### src/rtl/mem_io_router_if.sv
// Bus bundle between the CPU memory port, the SDRAM mem_driver and the
// memory-mapped I/O pins handled by mem_io_router.
//
// Handshake: a request (mem_r_en or mem_w_en) is taken on a rising edge only
// while mem_rdy is high; otherwise it is dropped, not queued. Each taken
// request produces exactly one single-cycle mem_cplt, with mem_data_out valid
// in that cycle. On the DRAM side dram_r_en/dram_w_en are single-cycle
// strobes issued only while dram_rdy is high, and dram_cplt marks completion.
interface mem_io_router_if #(
  parameter int ADDR_WIDTH   = 16,
  parameter int DATA_WIDTH   = 16,
  parameter int IO_OUT_COUNT = 4,
  parameter int IO_IN_COUNT  = 2
) ();
  // io_in keeps at least one word so a design with no input ports still has
  // a legal vector width.
  localparam int IN_W = ((IO_IN_COUNT > 0) ? IO_IN_COUNT : 1) * DATA_WIDTH;

  logic [ADDR_WIDTH-1:0]              mem_addr;
  logic [DATA_WIDTH-1:0]              mem_data_in;
  logic                               mem_r_en;
  logic                               mem_w_en;
  logic                               mem_rdy;
  logic                               mem_cplt;
  logic [DATA_WIDTH-1:0]              mem_data_out;
  logic                               dram_r_en;
  logic                               dram_w_en;
  logic                               dram_rdy;
  logic                               dram_cplt;
  logic [DATA_WIDTH-1:0]              dram_data_out;
  logic [IO_OUT_COUNT*DATA_WIDTH-1:0] io_out;
  logic [IO_OUT_COUNT-1:0]            io_wr_stb;
  logic [IN_W-1:0]                    io_in;

  // Router side.
  modport slave (
    input  mem_addr, mem_data_in, mem_r_en, mem_w_en,
    input  dram_rdy, dram_cplt, dram_data_out, io_in,
    output mem_rdy, mem_cplt, mem_data_out,
    output dram_r_en, dram_w_en, io_out, io_wr_stb
  );

  // CPU / memory-driver / pin side.
  modport master (
    output mem_addr, mem_data_in, mem_r_en, mem_w_en,
    output dram_rdy, dram_cplt, dram_data_out, io_in,
    input  mem_rdy, mem_cplt, mem_data_out,
    input  dram_r_en, dram_w_en, io_out, io_wr_stb
  );
endinterface

### src/rtl/mem_io_router.sv
// Memory request router: decodes each accepted CPU request against an I/O
// window of R/W output registers followed by read-only input ports, and
// forwards everything else to the SDRAM driver. One transaction in flight.
module mem_io_router #(
  parameter int                ADDR_WIDTH   = 16,
  parameter int                DATA_WIDTH   = 16,
  parameter logic [31:0]       IO_BASE      = 32'h0100,
  parameter int                IO_OUT_COUNT = 4,
  parameter int                IO_IN_COUNT  = 2,
  parameter logic [31:0]       IO_RESET_VAL = 32'h0100
) (
  input  logic              clk,
  input  logic              rst,
  mem_io_router_if.slave    bus,
  output logic [1:0]        state_o
);

  typedef enum logic [1:0] {
    IDLE      = 2'd0,
    DRAM_WAIT = 2'd1,
    IO_RESP   = 2'd2
  } state_t;

  localparam logic [ADDR_WIDTH-1:0] BASE_A  = ADDR_WIDTH'(IO_BASE);
  localparam logic [ADDR_WIDTH-1:0] OUT_A   = ADDR_WIDTH'(IO_OUT_COUNT);
  localparam logic [ADDR_WIDTH-1:0] END_A   = ADDR_WIDTH'(IO_OUT_COUNT + IO_IN_COUNT);
  localparam logic [DATA_WIDTH-1:0] RESET_W = DATA_WIDTH'(IO_RESET_VAL);

  state_t                             state_q, state_d;
  logic [IO_OUT_COUNT*DATA_WIDTH-1:0] io_out_q;
  logic [IO_OUT_COUNT-1:0]            wr_stb_q;
  logic [DATA_WIDTH-1:0]              resp_q;

  logic [ADDR_WIDTH-1:0] offset;
  logic                  above_base, out_hit, in_hit, io_hit;
  logic                  accept, is_read, io_wr_en;
  logic                  mem_rdy, mem_cplt, dram_r_en, dram_w_en;
  logic [DATA_WIDTH-1:0] mem_data_out, rd_val;

  // Address decode: the offset wraps for addresses below the base, so the
  // explicit above_base term keeps those out of the window.
  assign offset     = bus.mem_addr - BASE_A;
  assign above_base = (bus.mem_addr >= BASE_A);
  assign out_hit    = above_base && (offset < OUT_A);
  assign in_hit     = above_base && (offset >= OUT_A) && (offset < END_A);
  assign io_hit     = out_hit || in_hit;

  // Read wins when both enables are high, so a write only happens alone.
  assign mem_rdy  = (state_q == IDLE) && bus.dram_rdy;
  assign accept   = mem_rdy && (bus.mem_r_en || bus.mem_w_en);
  assign is_read  = bus.mem_r_en;
  assign io_wr_en = accept && !is_read && out_hit;

  // Select the I/O word addressed by the current offset for a read.
  always_comb begin
    rd_val = '0;
    for (int k = 0; k < IO_OUT_COUNT; k++) begin
      if (offset == ADDR_WIDTH'(k)) rd_val = io_out_q[k*DATA_WIDTH +: DATA_WIDTH];
    end
    for (int j = 0; j < IO_IN_COUNT; j++) begin
      if (offset == ADDR_WIDTH'(IO_OUT_COUNT + j)) rd_val = bus.io_in[j*DATA_WIDTH +: DATA_WIDTH];
    end
  end

  // State register.
  always_ff @(posedge clk or negedge rst) begin
    if (!rst) state_q <= IDLE;
    else      state_q <= state_d;
  end

  // Next-state logic plus the completion and DRAM strobe outputs.
  always_comb begin
    state_d      = state_q;
    mem_cplt     = 1'b0;
    mem_data_out = '0;
    dram_r_en    = 1'b0;
    dram_w_en    = 1'b0;
    case (state_q)
      IDLE: begin
        if (accept) begin
          if (io_hit) begin
            state_d = IO_RESP;
          end else begin
            state_d   = DRAM_WAIT;
            dram_r_en = is_read;
            dram_w_en = !is_read;
          end
        end
      end
      DRAM_WAIT: begin
        mem_cplt     = bus.dram_cplt;
        mem_data_out = bus.dram_data_out;
        if (bus.dram_cplt) state_d = IDLE;
      end
      IO_RESP: begin
        mem_cplt     = 1'b1;
        mem_data_out = resp_q;
        state_d      = IDLE;
      end
      default: state_d = IDLE;
    endcase
  end

  // Output registers load at the accept edge; the strobe follows for one cycle.
  always_ff @(posedge clk or negedge rst) begin
    if (!rst) begin
      io_out_q <= {IO_OUT_COUNT{RESET_W}};
      wr_stb_q <= '0;
    end else begin
      wr_stb_q <= '0;
      for (int k = 0; k < IO_OUT_COUNT; k++) begin
        if (io_wr_en && (offset == ADDR_WIDTH'(k))) begin
          io_out_q[k*DATA_WIDTH +: DATA_WIDTH] <= bus.mem_data_in;
          wr_stb_q[k]                          <= 1'b1;
        end
      end
    end
  end

  // I/O response word: read data captured at accept, zero for writes.
  always_ff @(posedge clk or negedge rst) begin
    if (!rst) begin
      resp_q <= '0;
    end else if (accept && io_hit) begin
      resp_q <= is_read ? rd_val : '0;
    end
  end

  assign bus.mem_rdy      = mem_rdy;
  assign bus.mem_cplt     = mem_cplt;
  assign bus.mem_data_out = mem_data_out;
  assign bus.dram_r_en    = dram_r_en;
  assign bus.dram_w_en    = dram_w_en;
  assign bus.io_out       = io_out_q;
  assign bus.io_wr_stb    = wr_stb_q;
  assign state_o          = state_q;

endmodule

### src/flat_wrapper.sv
// flat-port wrapper written by rule: the top's interface ports become plain ports
module mem_io_router_flat 
#(
  parameter int                ADDR_WIDTH   = 16,
  parameter int                DATA_WIDTH   = 16,
  parameter logic [31:0]       IO_BASE      = 32'h0100,
  parameter int                IO_OUT_COUNT = 4,
  parameter int                IO_IN_COUNT  = 2,
  parameter logic [31:0]       IO_RESET_VAL = 32'h0100
)
  (clk, rst, state_o, bus_mem_addr, bus_mem_data_in, bus_mem_r_en, bus_mem_w_en, bus_dram_rdy, bus_dram_cplt, bus_dram_data_out, bus_io_in, bus_mem_rdy, bus_mem_cplt, bus_mem_data_out, bus_dram_r_en, bus_dram_w_en, bus_io_out, bus_io_wr_stb);
  mem_io_router_if #(.ADDR_WIDTH(ADDR_WIDTH), .DATA_WIDTH(DATA_WIDTH), .IO_OUT_COUNT(IO_OUT_COUNT), .IO_IN_COUNT(IO_IN_COUNT)) bus_i ();
  input  logic clk;
  input  logic rst;
  output logic [1:0] state_o;
  input wire logic [$bits(bus_i.mem_addr)-1:0] bus_mem_addr;
  input wire logic [$bits(bus_i.mem_data_in)-1:0] bus_mem_data_in;
  input wire logic [$bits(bus_i.mem_r_en)-1:0] bus_mem_r_en;
  input wire logic [$bits(bus_i.mem_w_en)-1:0] bus_mem_w_en;
  input wire logic [$bits(bus_i.dram_rdy)-1:0] bus_dram_rdy;
  input wire logic [$bits(bus_i.dram_cplt)-1:0] bus_dram_cplt;
  input wire logic [$bits(bus_i.dram_data_out)-1:0] bus_dram_data_out;
  input wire logic [$bits(bus_i.io_in)-1:0] bus_io_in;
  output wire logic [$bits(bus_i.mem_rdy)-1:0] bus_mem_rdy;
  output wire logic [$bits(bus_i.mem_cplt)-1:0] bus_mem_cplt;
  output wire logic [$bits(bus_i.mem_data_out)-1:0] bus_mem_data_out;
  output wire logic [$bits(bus_i.dram_r_en)-1:0] bus_dram_r_en;
  output wire logic [$bits(bus_i.dram_w_en)-1:0] bus_dram_w_en;
  output wire logic [$bits(bus_i.io_out)-1:0] bus_io_out;
  output wire logic [$bits(bus_i.io_wr_stb)-1:0] bus_io_wr_stb;
  assign bus_i.mem_addr = bus_mem_addr;
  assign bus_i.mem_data_in = bus_mem_data_in;
  assign bus_i.mem_r_en = bus_mem_r_en;
  assign bus_i.mem_w_en = bus_mem_w_en;
  assign bus_i.dram_rdy = bus_dram_rdy;
  assign bus_i.dram_cplt = bus_dram_cplt;
  assign bus_i.dram_data_out = bus_dram_data_out;
  assign bus_i.io_in = bus_io_in;
  assign bus_mem_rdy = bus_i.mem_rdy;
  assign bus_mem_cplt = bus_i.mem_cplt;
  assign bus_mem_data_out = bus_i.mem_data_out;
  assign bus_dram_r_en = bus_i.dram_r_en;
  assign bus_dram_w_en = bus_i.dram_w_en;
  assign bus_io_out = bus_i.io_out;
  assign bus_io_wr_stb = bus_i.io_wr_stb;
  mem_io_router #(.ADDR_WIDTH(ADDR_WIDTH), .DATA_WIDTH(DATA_WIDTH), .IO_BASE(IO_BASE), .IO_OUT_COUNT(IO_OUT_COUNT), .IO_IN_COUNT(IO_IN_COUNT), .IO_RESET_VAL(IO_RESET_VAL)) u_core (.clk(clk), .rst(rst), .bus(bus_i), .state_o(state_o));
endmodule
### config.mk
export PLATFORM = sky130hd
export DESIGN_NAME = mem_io_router_flat
export DESIGN_NICKNAME = d
export VERILOG_FILES = /design/src/rtl/mem_io_router_if.sv /design/src/rtl/mem_io_router.sv /design/src/flat_wrapper.sv
export SDC_FILE = /design/constraint.sdc
export NUM_CORES = 1
export LEC_CHECK = 0
export CELL_PAD_IN_SITES_DETAIL_PLACEMENT = 1
export CELL_PAD_IN_SITES_GLOBAL_PLACEMENT = 2
export CORE_AREA = 5 5 126 140
export DETAILED_ROUTE_END_ITERATION = 16
export DIE_AREA = 0 0 131 145
export GPL_TIMING_DRIVEN = 0
export MAX_ROUTING_LAYER = met4
export PLACE_DENSITY = 0.95
export SETUP_SLACK_MARGIN = 0.2
export SLEW_MARGIN = 20
export SYNTH_ARGS = -nofsm -noshare
export SYNTH_HDL_FRONTEND = slang
export SYNTH_SLANG_ARGS = --single-unit
### constraint.sdc
create_clock -name clk -period 3.3 [get_ports clk]
set_input_delay 0.33 -clock clk [delete_from_list [all_inputs] [get_ports clk]]
set_output_delay 0.33 -clock clk [all_outputs]
set_load 0.01 [all_outputs]
==> summary.txt <==
Logic synthesis
  – Top-count cell post-synth: dfrtp_1
  – YS warnings: 0
  – Proportion of netlist area held by the largest area contributor: 44.78%
  – Cell variety after synth: 45
  – Synth Flop Type: dfrtp_1
  – Number of synthesized register bits: 86
  – Synth Net Count: 498
  – Async SR Flop Fraction: 100.0%
  – Top cells by area, synth: dfrtp_1, mux2_2, nor2b_1
  – Mapped Cells: 407
  – Synth Cell Area: 0.004582 mm^2
  – Number of flops mapped to enable cells by yosys: 0
  – Syn Area/Cell: 11.26 um^2
  – Commonest cells post-synth: dfrtp_1, mux2_2, nor2b_1
  – Post-synthesis sequential area ratio: 47.08%
  – Post-synth top area cell: dfrtp_1

Clocking
  – Longest Clk Path Bufs: 2
  – Clock H-tree levels: 3
  – Worst-path clk slew: 0.07 ns
  – CTS root buf: clkbuf_16
  – CTS Sinks: 86
  – Clk_lat worst skew: 0.34 ns
  – TritonCTS Buffers: 9
  – CTS tree: yes

Global route
  – Vias in the first global route: 4707
  – Total track usage: 18.59%
  – GR Overflow Total: 0
  – Largest net degree at the start of global routing: 56
  – First-pass GRT wire length: 26790 um
  – Initial antenna violation count: 0

Detailed routing
  – Vias/cell: 5.100
  – Post-DRT Antenna Nets: 0
  – Final Routed Wirelength: 17110 um
  – Vias: 4090
  – Routed WL per cell: 21.33 um
  – DRT Pass-1 Iters: 4
  – Number of DRC markers in iteration 0: 167
  – Drc violations: 0

Timing
  – Period minus WS final: 2.975 ns
  – Slew @ Worst Pin: 0.7305 ns
  – Final setup violation count: 0
  – Fin. max-slew vios: 0
  – Final setup TNS: 0 ns
  – Period utilisation layout: 90.16%
  – Clock Skews: 0.01503 ns
  – RSZ-0062 raised after global routing: false
  – Final Hold Viols: 0
  – Fmax: 0.3361 GHz
  – Slew HR: 51.03%

Floorplanning
  – I/O Pins: 176
  – Die Ht: 145 um
  – Die X: 131 um
  – Starting Density: 28.52%
  – Core area: 0.01606 mm^2
  – FP Rows: 49
  – Die area: 0.01900 mm^2

Worst setup path
  – RR Endpoint: u_core.bus.io_out[23]$_DFFE_PN0P_
  – Slowest CP cell: or4b_2
  – Reg2reg start: u_core.state_o[0]$_DFFE_PN0P_
  – CP Launch Type: input pin
  – CP arrival: 2.65 ns
  – Critical path type: in2out
  – Worst r2r path cells: 8
  – Critical path, cell by cell: clkdlybuf4s50_1 > or2_2 > or4b_2 > nand4_4 > buf_4 > nor3_4 > nor2_1 > dlygate4sd2_1
  – CP required: 2.97 ns
  – Flop2flop setup slack: 0.48 ns
  – CP Capture Type: output pin
  – Crit Path Max Fanout: 10
  – Critical Path Max Stage Delay: 0.69 ns

Run status
  – Status: finished, final reports clean

Place
  – Port Buffers: 173
  – Final estimated routing congestion in global placement: 0.7883
  – DPL Wire Length: 13560 um

Final layout
  – Final-layout fill cell count: 1757
  – N_diodes: 0
  – Layout net count: 684
  – Post-layout util: 43.28%
  – Layout cells sized above 1: 18.73%
  – Area grow syn2layout: 51.72%

Pwr
  – PD cells: 389.5 mW/mm^2
  – Maximum VDD drop: 0.0002631 V
  – LEAKAGE: 2.884 nW

Min path
  – Tightest Hold Check Type: in2async

Run
  – Max-Cap Viols: 0
-- through the flow --
step | hold slack, ns | instance area [um^2] | std cells | power, W | worst slack, ns
2_1_floorplan | 0.03441 | 4582 | 407 | 0.001335 | 0.9519
6_report | 0.4882 | 6952 | 802 | 0.002708 | 0.3248
4_1_cts | 0.4943 | 6933 | 802 | 0.002752 | 0.2408
3_5_place_dp | 0.3136 | 6594 | 785 | 0.001674 | -0.1484
3_3_place_gp | 0.4913 | 6569 | 784 | 0.001649 | -1.099
5_1_grt | 0.5309 | 6952 | 802 | 0.002846 | 0.2424
-- repair_timing --
action / CTS / global route
setup endpoints to repair: 2 / 38
cloned: 0 / 0
gates resized for setup: 5 / 10
pin swaps: 0 / 2
hold buffers: 1 / 0
hold endpoints to repair: 31 / 0
buffers inserted: 0 / 0
-- how the worst max path moves through the flow --
stage	to	startpoint	cells after the start
2_1_floorplan	u_core.bus.io_out[37]$_DFFE_PN0P_	bus_mem_addr[10]	6
3_3_place_gp	u_core.resp_q[13]$_DFFE_PN0P_	rst	1
3_5_place_dp	u_core.resp_q[7]$_DFFE_PN0P_	bus_mem_addr[1]	8
4_1_cts	bus_mem_data_out[4]	u_core.state_o[0]$_DFFE_PN0P_	7
5_1_grt	bus_dram_r_en	bus_mem_addr[8]	9
6_report	bus_dram_r_en	bus_mem_addr[8]	8
-- sequential cells by signal, indices dropped and copies added, names as in the netlist --
name	flops
u_core.bus.io_out	64
u_core.bus.io_wr_stb	4
u_core.resp_q	16
u_core.state_o	2
-- area by class of cell --
| class | count | area (um^2) | share of cell area [%] |
|---|---|---|---|
| Multi-Input combinational cell | 287 | 2300 | 33.08 |
| Buffer | 28 | 136.4 | 1.962 |
| Clock buffer | 10 | 239.0 | 3.438 |
| Tap cell | 204 | 255.2 | 3.672 |
| Inverter | 6 | 22.52 | 0.3240 |
| Timing Repair Buffer | 175 | 1765 | 25.40 |
| Sequential cell | 86 | 2157 | 31.03 |
| Clock inverter | 6 | 76.32 | 1.098 |
-- metal layers --
| metal | up-vias | wire length [um] | GRT usage [%] |
|---|---|---|---|
| met5 | - | 0 | - |
| met1 | 2054 | 7130 | 22.49 |
| li1 | 1887 | - | - |
| met3 | 19 | 1279 | 5.478 |
| met4 | 0 | 285 | 4.784 |
| met2 | 130 | 8414 | 30.18 |
-- power by group --
part / internal, W / total [W] / switching, W
sequential: 0.00106 / 0.00107 / 0.00000599
clock: 0.000619 / 0.00106 / 0.000438
combinational: 0.000305 / 0.000583 / 0.000279
total: 0.00198 / 0.00271 / 0.000723
-- critical path, delay by kind of cell --
family,cells,cell delay [ns]
buf+inv,3,0.96
simple gates,5,1.34
-- cells by family after synthesis --
| kind of cell | synth area share, % |
|---|---|
| flops | 47.08 |
| simple gates | 12.89 |
| fa+ha+maj | 1.365 |
| buf+inv | 3.304 |
| compound gates | 15.37 |
| mux | 19.99 |
-- placed cells by master, fill, tap and decap left out, types with 6 or more instances in the layout --
cell type / instances
a211oi_1: 14
a22oi_1: 16
clkbuf_1: 15
clkbuf_16: 9
clkdlybuf4s50_1: 170
dfrtp_1: 82
inv_1: 6
mux2_2: 64
mux2i_1: 15
nand2_1: 7
nor2_1: 21
nor2b_1: 37
o21ai_0: 24
o21ai_1: 9
o22ai_1: 16
o2bb2ai_1: 16
(Power assumes the default switching activity.)
